--- config.mk ---
export PLATFORM = sky130hd
export DESIGN_NAME = pipeline_mem_stage
export DESIGN_NICKNAME = d
export VERILOG_FILES = /design/src/rtl/pipeline_mem_stage.sv
export SDC_FILE = /design/constraint.sdc
export NUM_CORES = 1
export LEC_CHECK = 0
export CAP_MARGIN = 20
export CELL_PAD_IN_SITES_DETAIL_PLACEMENT = 0
export CELL_PAD_IN_SITES_GLOBAL_PLACEMENT = 1
export CORE_AREA = 2 2 96 98
export CTS_CLUSTER_DIAMETER = 150
export DETAILED_ROUTE_END_ITERATION = 8
export DIE_AREA = 0 0 98 100
export DONT_BUFFER_PORTS = 1
export PLACE_DENSITY = 0.79
export SLEW_MARGIN = 20
export SYNTH_ARGS = -nofsm -noshare
export SYNTH_HDL_FRONTEND = slang
export SYNTH_SLANG_ARGS = --single-unit
--- constraint.sdc ---
create_clock -name clk -period 4.2 [get_ports clk]
set_clock_uncertainty 0.05 [all_clocks]
set_input_delay 1.05 -clock clk [delete_from_list [all_inputs] [get_ports clk]]
set_output_delay 1.05 -clock clk [all_outputs]
set_load 0.01 [all_outputs]
--- src/rtl/pipeline_mem_stage.sv ---
// pipeline_mem_stage
//   MEM stage plus the MEM/WB pipeline register. Takes the EX/MEM register
//   outputs and runs data-memory loads and stores over a req/ack bus that may
//   insert wait states. While an access is in flight it stalls the upstream
//   pipeline and feeds bubbles into MEM/WB, so each instruction writes MEM/WB
//   at most once.
//
// Ports
//   clk            rising-edge clock
//   reset          asynchronous, active-high reset
//   EXMEM_data     {AddrC[68:64], StoreData[63:32], ALUOut[31:0]}
//   EXMEM_control  {MemRead, MemWrite, RegWrite, MemToReg[1:0]}
//   dmem_req       bus request, high only while an access is in flight
//   dmem_we        1 = store, 0 = load (meaningful while dmem_req)
//   dmem_addr      ALUOut, combinational
//   dmem_wdata     StoreData, combinational
//   dmem_ack       access completes this cycle; dmem_rdata valid with it
//   dmem_rdata     load data
//   mem_stall      hold PC/IF/ID/IDEX/EXMEM this cycle (combinational)
//   MEMWB_data     {AddrC, ReadData, ALUOut}
//   MEMWB_control  {RegWrite, MemToReg}
//   mem_err        sticky: misaligned access or bus timeout

module pipeline_mem_stage #(
  parameter int TIMEOUT = 16
) (
  input  logic        clk,
  input  logic        reset,
  input  logic [68:0] EXMEM_data,
  input  logic [4:0]  EXMEM_control,
  output logic        dmem_req,
  output logic        dmem_we,
  output logic [31:0] dmem_addr,
  output logic [31:0] dmem_wdata,
  input  logic        dmem_ack,
  input  logic [31:0] dmem_rdata,
  output logic        mem_stall,
  output logic [68:0] MEMWB_data,
  output logic [2:0]  MEMWB_control,
  output logic        mem_err
);

  localparam int CW = $clog2(TIMEOUT + 1);
  // Last ACCESS cycle index before the access is abandoned.
  localparam logic [CW-1:0] LAST = CW'(TIMEOUT - 1);

  typedef enum logic {
    IDLE   = 1'b0,
    ACCESS = 1'b1
  } state_t;

  state_t        state, state_n;
  logic [CW-1:0] count, count_n;

  logic [4:0]  addr_c;
  logic [31:0] store_data;
  logic [31:0] alu_out;
  logic        mem_read;
  logic        mem_write;
  logic [2:0]  wb_ctl;
  logic        memop;
  logic        misaligned;

  logic        wb_load;
  logic        err_set;
  logic [31:0] read_data;

  assign addr_c     = EXMEM_data[68:64];
  assign store_data = EXMEM_data[63:32];
  assign alu_out    = EXMEM_data[31:0];
  assign mem_read   = EXMEM_control[4];
  assign mem_write  = EXMEM_control[3];
  assign wb_ctl     = EXMEM_control[2:0];

  assign memop      = mem_read | mem_write;
  assign misaligned = memop & (alu_out[1:0] != 2'b00);

  // The request follows the state register directly, so an asynchronous
  // reset drops it without waiting for a clock edge.
  assign dmem_req   = (state == ACCESS);
  assign dmem_we    = mem_write;
  assign dmem_addr  = alu_out;
  assign dmem_wdata = store_data;

  always_comb begin
    state_n   = state;
    count_n   = count;
    mem_stall = 1'b0;
    wb_load   = 1'b0;
    err_set   = 1'b0;
    read_data = '0;
    case (state)
      IDLE: begin
        if (!memop) begin
          wb_load = 1'b1;
        end else if (misaligned) begin
          // Never reaches the bus; flag it and let a bubble through.
          err_set = 1'b1;
        end else begin
          mem_stall = 1'b1;
          count_n   = '0;
          state_n   = ACCESS;
        end
      end
      ACCESS: begin
        if (dmem_ack) begin
          // A combined read+write is treated as a store: no load data.
          wb_load   = 1'b1;
          read_data = (mem_read && !mem_write) ? dmem_rdata : '0;
          state_n   = IDLE;
        end else if (count < LAST) begin
          mem_stall = 1'b1;
          count_n   = count + 1'b1;
        end else begin
          err_set = 1'b1;
          state_n = IDLE;
        end
      end
      default: state_n = IDLE;
    endcase
  end

  // MEM -> WB register boundary
  always_ff @(posedge clk or posedge reset) begin
    if (reset) begin
      state         <= IDLE;
      count         <= '0;
      MEMWB_data    <= '0;
      MEMWB_control <= '0;
      mem_err       <= 1'b0;
    end else begin
      state <= state_n;
      count <= count_n;
      if (wb_load) begin
        MEMWB_data    <= {addr_c, read_data, alu_out};
        MEMWB_control <= wb_ctl;
      end else begin
        // Bubble: control cleared, data left as it was.
        MEMWB_control <= '0;
      end
      if (err_set) begin
        mem_err <= 1'b1;
      end
    end
  end

endmodule

==> reports/results.txt, run 1 <==
status - complete, no violations
IO buf count - 0
crit-path max cell delay - 0.46 ns
Worst Path Required - 3.10 ns
DR vias - 1720
drt wl/cell - 20.5 um
post-synth net total - 366
synth unique cells - 28
Critical-path top delay cell - o32ai_2
leakage power - 1.50 nW
post-synthesis cell count - 256
layout overhead on the synthesized area - -4.92%
Ports - 249
Yosys top cell area share - 56.8%
dpl cells - 294
die span in y - 100 um
vias per inst - 5.55
flop2flop setup slack - 2.03 ns
Fin Hold WS - 0.494 ns
initial drt markers - 47
Yosys reg bits - 79
Setup TNS - 0 ns
Die Wd - 98 um
Yosys warning total - 0
CP Launch Type - input pin
sequential area share after synthesis - 56.8%
max-slew violations - 0
hpwl dp - 4.53 mm
PostCTS Resize Cnt - 0
top post-synthesis cells by area - dfrtp_1 57%, buf_4 14%, mux2_2 12%, a22o_1 8.3%, buf_6 1.3%
CTS HTree Levels - 3
post-synthesis cell area - 3480 um^2
area of the die - 9800 um^2
CTS buffer count - 9
CTS Hold Bufs - 0
Rel. slew slack - 43.5%
final core occ - 37.2%
Antenna Nets Post-Route - 0
largest net degree at the start of global routing - 51
worst hold path class - flip-flop to flip-flop
drt drc - 0
pwr/cell area - 549 nW/um^2
core area - 8890 um^2
Design Area, Final - 3310 um^2
Final Hold Vio Count - 0
# setup viols final - 0
initial antenna violation count - 0
unrepaired setup endpoints after global routing - false
Max clock buf depth - 2
share of cells above drive strength 1 - 31.2%
period utilization - 69.8%
Final min period - 2.93 ns
GRT overflow - 0
number of max-cap violations - 0
Buf/Inv on CP - 0
Max VDD drop - 0.181 mV
root buf cell - clkbuf_8
crit-path leading delay family - compound AO/OA/AOI/OAI gates
setup slack after layout - 1.27 ns
Final nets - 304
GP Congestion - 0.754
CP Max Fanout - 5
Initial Util - 39.2%
TritonCTS clock tree - done
DRT Wirelength - 6.37 mm
Area after DPL - 3090 um^2
number of setup buffers added after CTS - 0
Setup crit end kind - output pin
total power - 1.82 mW
Tightest Pin Transition - 0.847 ns
row cnt - 35
leading area contributor after synthesis - dfrtp_1
Place WS - 1.27 ns
syn_area_per_cell - 13.6 um^2
Global Route Usage Sum - 12.5%
fmax - 341 MHz
Arr. time, crit path - 1.83 ns
Sink Count - 79
Clock Pin Slew Worst Setup and Hold Paths - 0.08 ns
first-pass GRT wire length - 9.36 mm
fin cells - 310
clock latency on the worst-skew pair - 0.34 ns
Setup CP Type - input pin to output pin
DRT Pass-1 Iters - 4
CP Cell Sequence - or2_2 > o32ai_2
Antenna diodes - 0
vias in the first global route - 1808
[path summary, 6_finish.rpt]
check                                     start                    endpoint  cells past startpoint
setup / recovery                  EXMEM_data[0]                   mem_stall                      2
hold / removal             count[3]$_DFFE_PP0P_        count[3]$_DFFE_PP0P_                      1
setup reg to reg             dmem_req$_DFF_PP0_  MEMWB_data[25]$_DFFE_PP0N_                      4
hold reg to reg            count[3]$_DFFE_PP0P_        count[3]$_DFFE_PP0P_                      1
max in group asynchronous                 reset  MEMWB_data[41]$_DFFE_PP0N_                      2
min in group asynchronous                 reset  MEMWB_data[62]$_DFFE_PP0N_                      1
[final cells by class]
cell class	instances	area, um^2
fill	841	5580
sequential	79	1980
multi-input combinational	96	916
clock buffer	11	141
tap	111	139
clock inverter	5	78.8
timing repair buffer	4	42.5
inverter	4	16.3
[flip-flops by register name, summed over array words and instances (netlist names)]
register,count
MEMWB_control,3
MEMWB_data,69
mem_err,1
dmem_req,1
count,5
[cells by family after synthesis]
family                   Yosys count  share of synthesized area (%)
AND/OR/NAND/NOR                   16                           2.98
AO/OA/AOI/OAI                     41                           10.7
multiplexers                      38                           12.3
flip-flops                        79                           56.8
adder cells (fa/ha/maj)            1                          0.359
buffers and inverters             81                           16.9
[layout by cell type (no fill, tap or decap), types with 2 or more instances in the layout]
master      n
a22o_1     33
buf_4       3
bufinv_16   2
clkbuf_8   10
clkinv_2    3
dfrtp_1    79
inv_1       3
mux2_2     36
nor2_1      5
nor2b_1     3
o2bb2ai_1   2
[power breakdown]
part | switching (mW) | internal, mW | total (mW)
Sequential | 0.133 | 0.875 | 1.01
Clock | 0.270 | 0.352 | 0.621
Combinational | 0.0831 | 0.106 | 0.189
[cell usage after synthesis (all sizes together)]
cell type  instances
o21ai              1
a211o              1
a22o              33
o211a              1
and4               1
ha                 1
nor3               1
or4b               1
buf               76
or3                1
nor2b              3
o32ai              1
a32o               1
inv                4
clkbuf             1
a21oi              1
nor2               5
and4b              1
dfrtp             79
mux2i              1
mux2              37
or2                1
o2bb2ai            2
nand2              1
or3b               1
[layer usage]
layer	vias up	global-route usage (%)	part of all wire [%]
met5	-	0	0
met4	0	8.44	3.7
met3	35	5.50	9.3
met2	127	18.5	47
met1	852	14.8	39
li1	706	-	-
Note: power is estimated with default switching activity, not from simulation.
==> run 2: changes to the inputs <==
- ABC_AREA: default -> 1
- CORE_AREA: 2 2 96 98 -> 2 2 98 100
- DIE_AREA: 0 0 98 100 -> 0 0 100 102
- PLACE_DENSITY: 0.79 -> 0.82
- clock period: 4.2 -> 2.8 ns (I/O delays scaled with it)
==> reports/results.txt, run 2 <==
Tightest Pin Transition - 0.560 ns
total power - 2.69 mW
fill count - 950
Rel. slew slack - 62.6%
Sink Count - 79
share of cells above drive strength 1 - 7.30%
Largest regs - MEMWB_data (69), count (5), MEMWB_control (3)
max-slew violations - 0
row cnt - 35
IO buf count - 0
Max clock buf depth - 2
synth unique cells - 18
Die Wd - 100 um
Antenna diodes - 0
PostCTS Resize Cnt - 0
DR vias - 2276
CP Max Fanout - 6
post-synthesis cell count - 415
CTS Hold Bufs - 0
Synth top cells by count - 155 x nand2_1, 79 x dfrtp_1, 67 x buf_4
worst hold path class - input pin to asynchronous set/reset pin
Setup crit end kind - output pin
first-pass GRT wire length - 10.8 mm
fmax - 438 MHz
initial antenna violation count - 1
GRT overflow - 0
unrepaired setup endpoints after global routing - false
die span in y - 102 um
largest net degree at the start of global routing - 49
Ports - 249
Worst Path Required - 2.05 ns
Critical-path top delay cell - dfrtp_1
vias in the first global route - 2228
layout overhead on the synthesized area - -4.07%
largest register by flop count - MEMWB_data
Max VDD drop - 0.286 mV
post-synthesis cell area - 3600 um^2
clock latency on the worst-skew pair - 0.34 ns
top-count cell post-synth - nand2_1
Setup CP Type - flip-flop to output pin
GP Congestion - 0.847
number of setup buffers added after CTS - 0
CP Cell Sequence - nor2_2 > nand3_1 > nand2_1
drt wl/cell - 15.3 um
top sig layer - met5
# setup viols final - 0
DRT Pass-1 Iters - 4
root buf cell - clkbuf_8
drt drc - 0
WL met3 - 886 um
pwr/cell area - 779 nW/um^2
commonest non-fill, non-tap cell in the layout - nand2_1
Buf/Inv on CP - 0
Initial Util - 39.5%
hpwl dp - 5.22 mm
Yosys reg bits - 79
max reg flops - 69
Post-synth EDFFs - 0
core area - 9110 um^2
leading area contributor after synthesis - dfrtp_1
crit-path leading delay family - simple AND/OR/NAND/NOR gates
setup slack after layout - 0.519 ns
DRT Wirelength - 7.16 mm
vias per inst - 4.87
syn_area_per_cell - 8.68 um^2
Yosys top cell area share - 54.9%
Antenna Nets Post-Route - 0
Global Route Usage Sum - 13.6%
number of max-cap violations - 0
Clock Pin Slew Worst Setup and Hold Paths - 0.09 ns
status - complete, no violations
leakage power - 1.86 nW
M1 wire length - 2.80 mm
Arr. time, crit path - 1.53 ns
Top FF cell, synth - dfrtp_1
initial drt markers - 60
area of the die - 10200 um^2
Final min period - 2.28 ns
CTS buffer count - 9
Final nets - 461
wire length on met2 - 3.21 mm
Yosys warning total - 0
top post-synthesis cells by area - dfrtp_1 55%, nand2_1 16%, buf_4 14%, inv_1 4.5%, o21ai_1 2.8%
sequential area share after synthesis - 54.9%
period utilization - 81.5%
post-synth net total - 525
CP Launch Type - flip-flop
Final Hold Vio Count - 0
CTS HTree Levels - 3
crit-path max cell delay - 0.48 ns
most frequent cells in the layout - 155 x nand2_1, 79 x dfrtp_1, 42 x inv_1
ys async rst share - 100%
TritonCTS clock tree - done
final core occ - 37.9%
Place WS - 0.693 ns
Setup TNS - 0 ns
run 2: layout make-up:
class	instances	area, um^2	area share (%)
flip-flops and latches	79	1980	57.2
multi-input cells	212	887	25.7
inverters	45	170	4.93
well taps	111	139	4.02
clock buffers	9	124	3.59
clock inverters	7	103	2.97
repair buffers	4	55.1	1.59
run 2: logic make-up after synthesis:
kind of cell,Yosys count,share of synthesized area (%)
compound gates,36,5.00
flops,79,54.9
fa+ha+maj,1,0.347
simple gates,174,19.0
xor+xnor,1,0.243
buf+inv,124,20.5
run 2: per-layer routing:
metal  vias up  GRT usage, %
met1      1053          14.9
met2       133          21.2
met4         2          7.59
met3        32          7.66
met5         -             0
li1       1056             -
run 2: where the power goes:
part / internal (mW) / switching [mW]
clock network: 0.513 / 0.441
registers: 1.29 / 0.180
logic: 0.0906 / 0.181
total: 1.89 / 0.801
run 2: worst paths after layout:
path                                      startpoint                         end  slack [ns]  cells past startpoint
worst min register to register  count[4]$_DFFE_PP0P_        count[4]$_DFFE_PP0P_        0.46                      2
worst min-delay path                           reset  MEMWB_data[31]$_DFFE_PP0N_        0.21                      1
min in group clk                    EXMEM_control[1]  MEMWB_control[1]$_DFF_PP0_        0.41                      2
worst max-delay path              dmem_req$_DFF_PP0_                   mem_stall        0.52                      3
worst max register to register    dmem_req$_DFF_PP0_  MEMWB_data[41]$_DFFE_PP0N_        0.99                      7
max in group asynchronous                      reset   MEMWB_data[5]$_DFFE_PP0N_        1.84                      2
run 2: metrics by stage:
| step | instance area, um^2 | hold slack, ns | instances |
|---|---|---|---|
| after floorplan | 3600 | 0.403 | 415 |
| after global placement | 3230 | 0.443 | 451 |
| after detailed placement | 3230 | 0.456 | 451 |
| after CTS | 3450 | 0.217 | 467 |
| after global routing | 3450 | 0.228 | 467 |
| final | 3450 | 0.215 | 467 |
